## config.mk

```make
export PLATFORM = sky130hd
export DESIGN_NAME = booth_mul_sched
export DESIGN_NICKNAME = d
export VERILOG_FILES = /design/src/rtl/booth_mul_sched_pkg.sv /design/src/rtl/booth_mul_sched_rr_arbiter.sv /design/src/rtl/booth_mul_sched.sv
export SDC_FILE = /design/constraint.sdc
export NUM_CORES = 1
export LEC_CHECK = 0
export BUFFER_PORTS_ARGS = -buffer_cell sky130_fd_sc_hd__buf_2
export CAP_MARGIN = 25
export CORE_MARGIN = 1.5
export CORE_UTILIZATION = 44
export CTS_CLUSTER_DIAMETER = 40
export DETAILED_ROUTE_END_ITERATION = 10
export PLACE_DENSITY = 0.77
export SYNTH_ARGS = -nofsm -noshare
export SYNTH_HDL_FRONTEND = slang
export SYNTH_SLANG_ARGS = --single-unit
```

## constraint.sdc

```tcl
create_clock -name clk -period 3 [get_ports clk]
set_input_delay 0.3 -clock clk [delete_from_list [all_inputs] [get_ports clk]]
set_output_delay 0.3 -clock clk [all_outputs]
set_load 0.01 [all_outputs]
```

## src/rtl/booth_mul_sched_pkg.sv

```systemverilog
// booth_mul_sched_pkg
// Shared definitions for the Booth multiplier scheduler: the controller state
// encoding, default sizing constants and an index-width helper.
package booth_mul_sched_pkg;

  typedef enum logic [2:0] {
    ST_IDLE,
    ST_START,
    ST_LDQ,
    ST_LDM,
    ST_WAIT,
    ST_RESP
  } state_e;

  localparam int DEF_NREQ    = 4;
  localparam int DEF_WIDTH   = 16;
  localparam int DEF_TIMEOUT = 64;

  // Width needed to hold an index 0..n-1, never less than one bit.
  function automatic int idx_w(input int n);
    return (n > 1) ? $clog2(n) : 1;
  endfunction

endpackage

```

## src/rtl/booth_mul_sched_rr_arbiter.sv

```systemverilog
// rr_arbiter
// Combinational round-robin arbiter. Searches req starting at position ptr
// and wrapping around; the first asserted request wins.
// Ports:
//   req   in  NREQ  request vector
//   ptr   in  IW    highest-priority position for this search
//   grant out NREQ  one-hot grant (all zero when no request)
//   idx   out IW    encoded index of the granted requester
//   any   out 1     at least one request present
module rr_arbiter
  import booth_mul_sched_pkg::*;
#(
  parameter  int NREQ = DEF_NREQ,
  localparam int IW   = idx_w(NREQ)
) (
  input  logic [NREQ-1:0] req,
  input  logic [IW-1:0]   ptr,
  output logic [NREQ-1:0] grant,
  output logic [IW-1:0]   idx,
  output logic            any
);

  always_comb begin
    int pos;
    grant = '0;
    idx   = '0;
    any   = 1'b0;
    pos   = 0;
    for (int i = 0; i < NREQ; i++) begin
      pos = int'(ptr) + i;
      if (pos >= NREQ) pos = pos - NREQ;
      if (!any && req[pos]) begin
        any        = 1'b1;
        grant[pos] = 1'b1;
        idx        = IW'(pos);
      end
    end
  end

endmodule

```

## src/rtl/booth_mul_sched.sv

```systemverilog
// booth_mul_sched
// Round-robin scheduler sharing one sequential Booth multiplier engine among
// NREQ requesters. Grants one request, pulses the engine start, loads the
// multiplier then the multiplicand over eng_data, waits for the rising edge
// of eng_done and presents the product with the requester index.
// Optional feature: define BOOTH_MUL_SCHED_TIMEOUT_EN to add a WAIT-state
// watchdog that answers with rsp_err=1, rsp_product=0 after TIMEOUT cycles.
// Ports:
//   clk, rst            clock, synchronous active-high reset
//   req_valid/req_ready per-requester handshake (ready is a one-hot pulse)
//   req_a, req_b        packed multiplicands / multipliers, slice i = req i
//   rsp_valid/rsp_ready response handshake
//   rsp_id, rsp_product, rsp_err  served index, signed product, timeout flag
//   eng_start, eng_data engine start pulse and operand bus
//   eng_done, eng_product engine done level and {A,Q} result
module booth_mul_sched
  import booth_mul_sched_pkg::*;
#(
  parameter  int NREQ    = DEF_NREQ,
  parameter  int WIDTH   = DEF_WIDTH,
  parameter  int TIMEOUT = DEF_TIMEOUT,
  localparam int IW      = idx_w(NREQ)
) (
  input  logic                    clk,
  input  logic                    rst,
  input  logic [NREQ-1:0]         req_valid,
  input  logic [NREQ*WIDTH-1:0]   req_a,
  input  logic [NREQ*WIDTH-1:0]   req_b,
  output logic [NREQ-1:0]         req_ready,
  output logic                    rsp_valid,
  input  logic                    rsp_ready,
  output logic [IW-1:0]           rsp_id,
  output logic [2*WIDTH-1:0]      rsp_product,
  output logic                    rsp_err,
  output logic                    eng_start,
  output logic [WIDTH-1:0]        eng_data,
  input  logic                    eng_done,
  input  logic [2*WIDTH-1:0]      eng_product
);

  state_e                state_q, state_d;
  logic [IW-1:0]         ptr_q, ptr_d;
  logic                  done_q;
  logic [WIDTH-1:0]      a_q, a_d;
  logic [WIDTH-1:0]      b_q, b_d;
  logic [IW-1:0]         id_q, id_d;
  logic [2*WIDTH-1:0]    prod_q, prod_d;
  logic                  done_rise;

  logic [NREQ-1:0]       arb_grant;
  logic [IW-1:0]         arb_idx;
  logic                  arb_any;

`ifdef BOOTH_MUL_SCHED_TIMEOUT_EN
  localparam int CW = idx_w(TIMEOUT);
  logic [CW-1:0]         cnt_q, cnt_d;
  logic                  err_q, err_d;
`else
  // Keeps TIMEOUT referenced when the watchdog is compiled out.
  logic                  unused_timeout;
  assign unused_timeout = ^TIMEOUT;
`endif

  rr_arbiter #(.NREQ(NREQ)) u_arb (
    .req   (req_valid),
    .ptr   (ptr_q),
    .grant (arb_grant),
    .idx   (arb_idx),
    .any   (arb_any)
  );

  // done_q resets to 1 so a done level held across reset is not an edge.
  assign done_rise = eng_done & ~done_q;

  always_comb begin
    state_d = state_q;
    ptr_d   = ptr_q;
    a_d     = a_q;
    b_d     = b_q;
    id_d    = id_q;
    prod_d  = prod_q;
`ifdef BOOTH_MUL_SCHED_TIMEOUT_EN
    cnt_d   = cnt_q;
    err_d   = err_q;
`endif
    case (state_q)
      ST_IDLE: begin
        if (arb_any) begin
          a_d     = req_a[int'(arb_idx)*WIDTH +: WIDTH];
          b_d     = req_b[int'(arb_idx)*WIDTH +: WIDTH];
          id_d    = arb_idx;
          ptr_d   = (int'(arb_idx) == NREQ-1) ? '0 : arb_idx + 1'b1;
          state_d = ST_START;
        end
      end
      ST_START: state_d = ST_LDQ;
      ST_LDQ:   state_d = ST_LDM;
      ST_LDM: begin
`ifdef BOOTH_MUL_SCHED_TIMEOUT_EN
        cnt_d   = '0;
`endif
        state_d = ST_WAIT;
      end
      ST_WAIT: begin
        if (done_rise) begin
          prod_d  = eng_product;
`ifdef BOOTH_MUL_SCHED_TIMEOUT_EN
          err_d   = 1'b0;
`endif
          state_d = ST_RESP;
        end
`ifdef BOOTH_MUL_SCHED_TIMEOUT_EN
        else if (cnt_q == CW'(TIMEOUT-1)) begin
          prod_d  = '0;
          err_d   = 1'b1;
          state_d = ST_RESP;
        end else begin
          cnt_d   = cnt_q + 1'b1;
        end
`endif
      end
      ST_RESP: begin
        if (rsp_ready) state_d = ST_IDLE;
      end
      default: state_d = ST_IDLE;
    endcase
  end

  always_ff @(posedge clk) begin
    if (rst) begin
      state_q <= ST_IDLE;
      ptr_q   <= '0;
      done_q  <= 1'b1;
      id_q    <= '0;
      prod_q  <= '0;
`ifdef BOOTH_MUL_SCHED_TIMEOUT_EN
      cnt_q   <= '0;
      err_q   <= 1'b0;
`endif
    end else begin
      state_q <= state_d;
      ptr_q   <= ptr_d;
      done_q  <= eng_done;
      id_q    <= id_d;
      prod_q  <= prod_d;
`ifdef BOOTH_MUL_SCHED_TIMEOUT_EN
      cnt_q   <= cnt_d;
      err_q   <= err_d;
`endif
    end
  end

  // Operand holding registers: only read in LDQ/LDM, so no reset needed.
  always_ff @(posedge clk) begin
    a_q <= a_d;
    b_q <= b_d;
  end

  // Outputs decoded from state or taken straight from registers.
  always_comb begin
    req_ready = '0;
    eng_data  = '0;
    if (state_q == ST_IDLE && !rst) req_ready = arb_grant;
    if (state_q == ST_LDQ) eng_data = b_q;
    if (state_q == ST_LDM) eng_data = a_q;
  end

  assign eng_start   = (state_q == ST_START);
  assign rsp_valid   = (state_q == ST_RESP);
  assign rsp_id      = id_q;
  assign rsp_product = prod_q;
`ifdef BOOTH_MUL_SCHED_TIMEOUT_EN
  assign rsp_err     = err_q;
`else
  assign rsp_err     = 1'b0;
`endif

endmodule

```

==> results of run 1 <==
## registers in the layout, indices dropped and copies added (netlist names)
| name | count |
|---|---|
| state_q | 3 |
| rsp_id | 2 |
| b_q | 16 |
| a_q | 16 |
| ptr_q | 2 |
| rsp_product | 32 |
| done_q | 1 |
## logic make-up (layout without fill, tap and decap cells)
kind of cell    after synthesis  count (layout)  synth area share
buf+inv                      88             272            0.0682
fa+ha+maj                     5               5            0.0117
simple gates                186             187             0.174
compound gates              289             289             0.367
mux                          23              23            0.0479
other cells                   1               4          0.000700
xor+xnor                      1               1           0.00164
flops                        72              72             0.329
## placed cells by master, fill, tap and decap left out, drive strengths merged, types with 2 or more instances in the layout
master	instances
a211oi	2
a21boi	64
a21o	2
a21oi	40
a221oi	64
a22oi	32
and2	2
and3	65
buf	248
clkbuf	10
dfxtp	40
diode	3
edfxtp	32
ha	5
inv	12
mux2i	20
mux4	2
nand2	74
nand2b	6
nand3	4
nor2	22
nor2b	2
nor3	6
nor3b	2
o211ai	4
o21ai	73
o22ai	2
or3	2
## cell type report
class                      count  area share
sequential                    72       0.254
inverter                       8     0.00432
timing repair buffer         248       0.199
tap                          147      0.0265
clock buffer                  10      0.0360
antenna                        3     0.00108
clock inverter                 6      0.0103
multi-input combinational    506       0.469
## how the worst max path moves through the flow
stage,endpoint,cells after the start
final,req_ready[0],8
after global routing,req_ready[0],8
after CTS,req_ready[0],8
after detailed placement,b_q[4],8
after global placement,a_q[15],8
after floorplan,req_ready[0],11
## per-layer routing
metal / vias up / part of all wire / global-route usage
met1: 2765 / 0.43 / 0.340
met2: 271 / 0.47 / 0.403
met4: 0 / 0.027 / 0.109
li1: 2898 / - / -
met3: 37 / 0.080 / 0.0627
met5: - / 0 / 0
## power breakdown
group | leakage [nW] | total [mW] | switching (mW) | internal (mW)
Sequential | 0.637 | 1.40 | 0.0836 | 1.32
Combinational | 2.27 | 2.24 | 1.32 | 0.920
Clock | 0.160 | 1.16 | 0.459 | 0.705
Total | 3.06 | 4.81 | 1.87 | 2.94
## repair_timing
| item | in CTS | in global routing |
|---|---|---|
| hold buffers | 0 | 0 |
| setup buffers | 0 | 2 |
| endpoints found under the setup margin | 0 | 4 |
## through the flow
stage          hold slack, ps  total power [mW]   util
4_1_cts                   150              4.76  0.576
2_1_floorplan             404              2.94      -
3_5_place_dp              443              3.60  0.549
6_report                  155              4.81  0.581
3_3_place_gp              439              3.58  0.549
5_1_grt                   153              5.12  0.581
==> metrics.txt, run 1 <==
# TYPE chip_impl_metric gauge
chip_impl_metric{name="p_leak",unit="nW"} 3.06
chip_impl_metric{name="detailedPlace.worstSlack",unit="ps"} 348
chip_impl_metric{name="clkSinkCount",unit=""} 72
chip_impl_metric{name="finalHoldViolCount",unit=""} 0
chip_impl_metric{name="final_antenna_net_count",unit=""} 0
chip_impl_metric{name="die_h",unit="um"} 113
chip_impl_metric{name="number_of_vias_in_the_routed_layout",unit=""} 5971
chip_impl_metric{name="mappedNetlistNets",unit=""} 838
chip_impl_metric{name="clock_tree.htree_level_count",unit=""} 3
chip_impl_metric{name="via_per_inst",unit=""} 5.97
chip_impl_info{name="setup.worst_path.start",value="ptr_q[1]"} 1
chip_impl_metric{name="fin_worst_skew",unit="ps"} 6.58
chip_impl_info{name="ys_top_cells_by_count",value="nand2_1, o21ai_0, a21boi_0, a221oi_1, and3_1"} 1
chip_impl_metric{name="multiInputGateArea",unit="um^2"} 3260
chip_impl_metric{name="worst-r2r-setup-slack",unit="ps"} 250
chip_impl_info{name="cp-start-kind",value="flop"} 1
chip_impl_metric{name="clockBufferDepth",unit=""} 2
chip_impl_metric{name="sequential_cell_area",unit="um^2"} 1760
chip_impl_metric{name="postPlaceCellArea",unit="um^2"} 6570
chip_impl_metric{name="placement_rows",unit=""} 40
chip_impl_metric{name="peakVddDrop",unit="mV"} 0.439
chip_impl_metric{name="overflow_after_grt",unit=""} 0
chip_impl_metric{name="gr-usage-all-layers",unit=""} 0.257
chip_impl_metric{name="drtIter0Drc",unit=""} 391
chip_impl_metric{name="post_detailed_placement_half_perimeter_wirelength",unit="um"} 11600
chip_impl_metric{name="die-area",unit="um^2"} 12800
chip_impl_metric{name="grt_antenna_before_repair",unit=""} 2
chip_impl_info{name="setup.worst_path.end_class",value="primary output"} 1
chip_impl_metric{name="place.port_buffers",unit=""} 223
chip_impl_metric{name="finalSetupViolCount",unit=""} 0
chip_impl_info{name="tritoncts",value="done"} 1
chip_impl_metric{name="detail_route.drc_violations",unit=""} 0
chip_impl_metric{name="timing_worst_slew_pin_value",unit="ps"} 839
chip_impl_info{name="cts_root_buffer",value="clkbuf_16"} 1
chip_impl_metric{name="syn-instance-count",unit=""} 665
chip_impl_metric{name="number_of_global_route_vias_before_repair",unit=""} 5278
chip_impl_metric{name="pin_count_of_the_biggest_net_entering_global_routing",unit=""} 67
chip_impl_metric{name="synth-edff-count",unit=""} 32
chip_impl_metric{name="maxSlewViolCount",unit=""} 0
chip_impl_metric{name="post_cts_resize_count",unit=""} 0
chip_impl_metric{name="detailedRoute.firstPassIterationCount",unit=""} 5
chip_impl_metric{name="clk_pin_slew",unit="ps"} 60
chip_impl_metric{name="syn-mean-instance-area",unit="um^2"} 8.05
chip_impl_metric{name="wl_per_cell",unit="um"} 17.3
chip_impl_metric{name="path_buf_inv",unit=""} 2
chip_impl_metric{name="initial_core_util",unit=""} 0.448
chip_impl_metric{name="drt_wl_total",unit="um"} 17300
chip_impl_info{name="setup.worst_path.class",value="reg -> out"} 1
chip_impl_metric{name="placed_cells_incl_taps",unit=""} 977
chip_impl_metric{name="critical_path.max_fanout",unit=""} 6
chip_impl_info{name="synth_top_cells_by_area",value="edfxtp_1, dfxtp_1, a221oi_1"} 1
chip_impl_info{name="rsz_0062_raised_after_global_routing",value="false"} 1
chip_impl_metric{name="grt_pass1_wl",unit="um"} 26600
chip_impl_metric{name="setup_slack",unit="ps"} 218
chip_impl_metric{name="syn-cell-area",unit="um^2"} 5360
chip_impl_metric{name="layout_worst_path_cycle_share",unit=""} 0.927
chip_impl_info{name="worstPathCellList",value="inv_1 -> ha_1 -> mux4_2 -> nand2b_4 -> o211ai_1 -> o21ai_0 -> a21oi_1 -> buf_2"} 1
chip_impl_metric{name="gp_congestion",unit=""} 0.848
chip_impl_info{name="synthMostInstantiatedCell",value="nand2_1"} 1
chip_impl_metric{name="final-instance-count-excl-fill",unit=""} 1000
chip_impl_metric{name="finish.net_count",unit=""} 1018
chip_impl_metric{name="layout-drive-gt1-share",unit=""} 0.324
chip_impl_info{name="crit-reg2reg-capture",value="a_q[9]"} 1
chip_impl_info{name="worstHoldPathType",value="in -> reg"} 1
chip_impl_info{name="ys.flop_type",value="dfxtp_1"} 1
chip_impl_metric{name="r2r.worst_path.cells",unit=""} 9
chip_impl_metric{name="seq_area_frac_synth",unit=""} 0.329
chip_impl_info{name="netlist.top_cell.by_area",value="edfxtp_1"} 1
chip_impl_metric{name="hold_path_depth",unit=""} 2
chip_impl_metric{name="finalWorstPathRequiredPeriod",unit="ps"} 2780
chip_impl_metric{name="fin_setup_tns",unit="ps"} 0
chip_impl_metric{name="worst_path_largest_cell_delay",unit="ps"} 590
chip_impl_metric{name="die-width",unit="um"} 113
chip_impl_info{name="cp_slowest_cell",value="mux4_2"} 1
chip_impl_metric{name="areaGrowthSynthToFinish",unit="%"} 29.7
chip_impl_metric{name="postSynth.asyncResetShare",unit=""} 0
chip_impl_info{name="whs_endpoint",value="done_q"} 1
chip_impl_metric{name="stdcell_area",unit="um^2"} 6950
chip_impl_metric{name="max_cap_violations",unit=""} 0
chip_impl_metric{name="relSlewSlack",unit=""} 0.441
chip_impl_info{name="hold_path_startpoint",value="eng_done"} 1
chip_impl_metric{name="maxClockFrequency",unit="GHz"} 0.359
chip_impl_metric{name="count_of_state_elements_after_synthesis",unit=""} 72
chip_impl_metric{name="critical_path_required",unit="ps"} 2700
chip_impl_metric{name="synth.top_cell.area_share",unit=""} 0.179
chip_impl_metric{name="insertion_delay",unit="ps"} 340
chip_impl_metric{name="synthDistinctLibCells",unit=""} 44
chip_impl_metric{name="core-area",unit="um^2"} 12000
chip_impl_metric{name="critical_path_at",unit="ps"} 2480
chip_impl_info{name="status",value="completed"} 1
chip_impl_metric{name="filler_cell_count",unit=""} 1092
chip_impl_info{name="r2r_start",value="ptr_q[1]"} 1
chip_impl_info{name="crit_path_leading_delay_family",value="multiplexers"} 1
chip_impl_metric{name="floorplan.io_pins",unit=""} 225
chip_impl_metric{name="cts_made_buffers",unit=""} 9
chip_impl_metric{name="power_per_cell_area",unit="nW/um^2"} 692
chip_impl_metric{name="synth.yosys.warnings",unit=""} 0
No activity file was read; power rests on OpenSTA's default activity.
==> run 2: changes to the inputs <==
--- a/config.mk
+++ b/config.mk
@@ -7,10 +7,11 @@
 export LEC_CHECK = 0
 export BUFFER_PORTS_ARGS = -buffer_cell sky130_fd_sc_hd__buf_2
 export CAP_MARGIN = 25
-export CORE_MARGIN = 1.5
+export CORE_MARGIN = 5
 export CORE_UTILIZATION = 44
 export CTS_CLUSTER_DIAMETER = 40
 export DETAILED_ROUTE_END_ITERATION = 10
+export GPL_ROUTABILITY_DRIVEN = 1
 export PLACE_DENSITY = 0.77
 export SYNTH_ARGS = -nofsm -noshare
 export SYNTH_HDL_FRONTEND = slang
==> metrics.txt, run 2 (synthesis gave the netlist of run 1 again) <==
# TYPE chip_impl_metric gauge
chip_impl_metric{name="layout-drive-gt1-share",unit=""} 0.322
chip_impl_info{name="cp_slowest_cell",value="mux4_2"} 1
chip_impl_info{name="final_cell_mix",value="buf_2, nand2_1, o21ai_0"} 1
chip_impl_metric{name="overflow_after_grt",unit=""} 0
chip_impl_metric{name="post_detailed_placement_half_perimeter_wirelength",unit="um"} 12700
chip_impl_metric{name="detailedRoute.firstPassIterationCount",unit=""} 7
chip_impl_info{name="setup.worst_path.start",value="ptr_q[0]"} 1
chip_impl_metric{name="grt_util_met2",unit=""} 0.381
chip_impl_metric{name="global_route.usage.met3",unit=""} 0.0608
chip_impl_info{name="grt_busiest_layer",value="met2"} 1
chip_impl_metric{name="cts_made_buffers",unit=""} 9
chip_impl_metric{name="grt_pass1_wl",unit="um"} 27800
chip_impl_metric{name="multiInputGateArea",unit="um^2"} 3250
chip_impl_metric{name="worst_path_largest_cell_delay",unit="ps"} 510
chip_impl_metric{name="insertion_delay",unit="ps"} 320
chip_impl_metric{name="totalPowerFinal",unit="mW"} 4.61
chip_impl_info{name="rsz_0062_raised_after_global_routing",value="false"} 1
chip_impl_metric{name="relSlewSlack",unit=""} 0.450
chip_impl_info{name="worstPathCellList",value="inv_1 -> ha_1 -> mux4_2 -> nand2b_4 -> o211ai_1 -> o21ai_0 -> a21oi_1 -> buf_2"} 1
chip_impl_metric{name="fin_setup_tns",unit="ps"} 0
chip_impl_metric{name="pin_count_of_the_biggest_net_entering_global_routing",unit=""} 69
chip_impl_metric{name="finalWorstPathRequiredPeriod",unit="ps"} 2820
chip_impl_metric{name="critical_path_required",unit="ps"} 2700
chip_impl_metric{name="timing_worst_slew_pin_value",unit="ps"} 826
chip_impl_metric{name="max_cap_violations",unit=""} 0
chip_impl_info{name="setup.worst_path.class",value="reg -> out"} 1
chip_impl_metric{name="floorplan.io_pins",unit=""} 225
chip_impl_metric{name="grt_antenna_before_repair",unit=""} 4
chip_impl_metric{name="p_leak",unit="nW"} 3.02
chip_impl_metric{name="drtIter0Drc",unit=""} 532
chip_impl_metric{name="areaGrowthSynthToFinish",unit="%"} 28.2
chip_impl_metric{name="via_per_inst",unit=""} 6.00
chip_impl_metric{name="number_of_vias_in_the_routed_layout",unit=""} 5999
chip_impl_metric{name="finalHoldViolCount",unit=""} 0
chip_impl_metric{name="core-area",unit="um^2"} 12000
chip_impl_metric{name="filler_cell_count",unit=""} 1136
chip_impl_metric{name="number_of_global_route_vias_before_repair",unit=""} 5532
chip_impl_info{name="setup.worst_path.end_class",value="primary output"} 1
chip_impl_info{name="r2r_start",value="ptr_q[0]"} 1
chip_impl_info{name="status",value="completed"} 1
chip_impl_info{name="worstHoldPathType",value="in -> reg"} 1
chip_impl_metric{name="place.port_buffers",unit=""} 223
chip_impl_info{name="hold_path_startpoint",value="eng_done"} 1
chip_impl_metric{name="die-width",unit="um"} 120
chip_impl_metric{name="finalSetupViolCount",unit=""} 0
chip_impl_info{name="layout_commonest_cell",value="buf_2"} 1
chip_impl_metric{name="fin_worst_skew",unit="ps"} 8.22
chip_impl_info{name="tritoncts",value="done"} 1
chip_impl_metric{name="met1_usage",unit=""} 0.301
chip_impl_metric{name="detail_route.drc_violations",unit=""} 0
chip_impl_metric{name="largest_register_ff_count",unit=""} 32
chip_impl_info{name="cts_root_buffer",value="clkbuf_16"} 1
chip_impl_metric{name="sequential_cell_area",unit="um^2"} 1770
chip_impl_metric{name="critical_path.max_fanout",unit=""} 14
chip_impl_metric{name="wl_per_cell",unit="um"} 17.9
chip_impl_metric{name="gp_congestion",unit=""} 0.861
chip_impl_metric{name="clkSinkCount",unit=""} 72
chip_impl_metric{name="layout_worst_path_cycle_share",unit=""} 0.940
chip_impl_metric{name="final_antenna_net_count",unit=""} 0
chip_impl_metric{name="maxSlewViolCount",unit=""} 0
chip_impl_metric{name="die-area",unit="um^2"} 14500
chip_impl_metric{name="clock_tree.htree_level_count",unit=""} 3
chip_impl_metric{name="drt_wl_total",unit="um"} 17900
chip_impl_metric{name="peakVddDrop",unit="mV"} 0.308
chip_impl_metric{name="power_per_cell_area",unit="nW/um^2"} 671
chip_impl_metric{name="clk_pin_slew",unit="ps"} 60
chip_impl_metric{name="placed_cells_incl_taps",unit=""} 977
chip_impl_metric{name="critical_path_at",unit="ps"} 2520
chip_impl_metric{name="gr-usage-all-layers",unit=""} 0.235
chip_impl_metric{name="post-route-util",unit=""} 0.574
chip_impl_metric{name="clockBufferDepth",unit=""} 2
chip_impl_metric{name="finish.net_count",unit=""} 1017
chip_impl_metric{name="die_h",unit="um"} 120
chip_impl_metric{name="final-instance-count-excl-fill",unit=""} 1000
chip_impl_metric{name="initial_core_util",unit=""} 0.448
chip_impl_metric{name="placement_rows",unit=""} 40
chip_impl_info{name="cp-start-kind",value="flop"} 1
chip_impl_metric{name="maxClockFrequency",unit="GHz"} 0.355
[run 2: changes by cell type in the layout (fill, tap and decap cells not counted), sizes merged]
cell	before	now
bufinv	1	0
clkinv	1	3
buf	248	247
inv	12	11
diode	3	4
[run 2: repair_timing]
item                                    4_1_cts  5_1_grt
hold buffers                                  0        0
endpoints found under the setup margin        1        4
gates cloned                                  1        0
setup buffers                                 0        1
resized for setup                             0        1
[run 2: critical path, delay by kind of cell, from the launching register on]
family,cells,cell delay (ps)
buffers and inverters,2,220
multiplexers,1,510
AO/OA/AOI/OAI,3,470
AND/OR/NAND/NOR,1,240
adder cells (fa/ha/maj),1,320
flip-flops,1,420
[run 2: cell type report]
cell class                 count  share of cell area
timing repair buffer         247               0.197
antenna                        4             0.00146
inverter                       8             0.00437
tap                          147              0.0268
multi-input combinational    506               0.474
clock buffer                  10              0.0334
sequential                    72               0.257
clock inverter                 6             0.00583
[run 2: metrics by stage]
stage | worst slack [ps] | hold WS [ps] | instance area, um^2
CTS | 27.0 | 170 | 6830
global route | 44.2 | 178 | 6870
global placement | 286 | 439 | 6550
finish | 180 | 184 | 6870
floorplan | 68.3 | 404 | 5370
detailed placement | 265 | 444 | 6550
[run 2: path summary, 6_finish.rpt]
kind | to | slack (ps) | cells after the start
worst min-delay path | done_q | 180 | 2
worst max-delay path | req_ready[2] | 180 | 8
worst min register to register | rsp_product[3] | 450 | 2
worst max register to register | a_q[4] | 300 | 9
[run 2: per-layer routing]
layer	up-vias	share of wire
li1	2893	-
met1	2776	0.42
met2	293	0.46
met3	37	0.091
met4	0	0.025
met5	-	0
[run 2: report_power, final]
| part | switching (mW) | internal, mW |
|---|---|---|
| Clock | 0.419 | 0.564 |
| Sequential | 0.0941 | 1.32 |
| Combinational | 1.31 | 0.900 |
| Total | 1.82 | 2.78 |
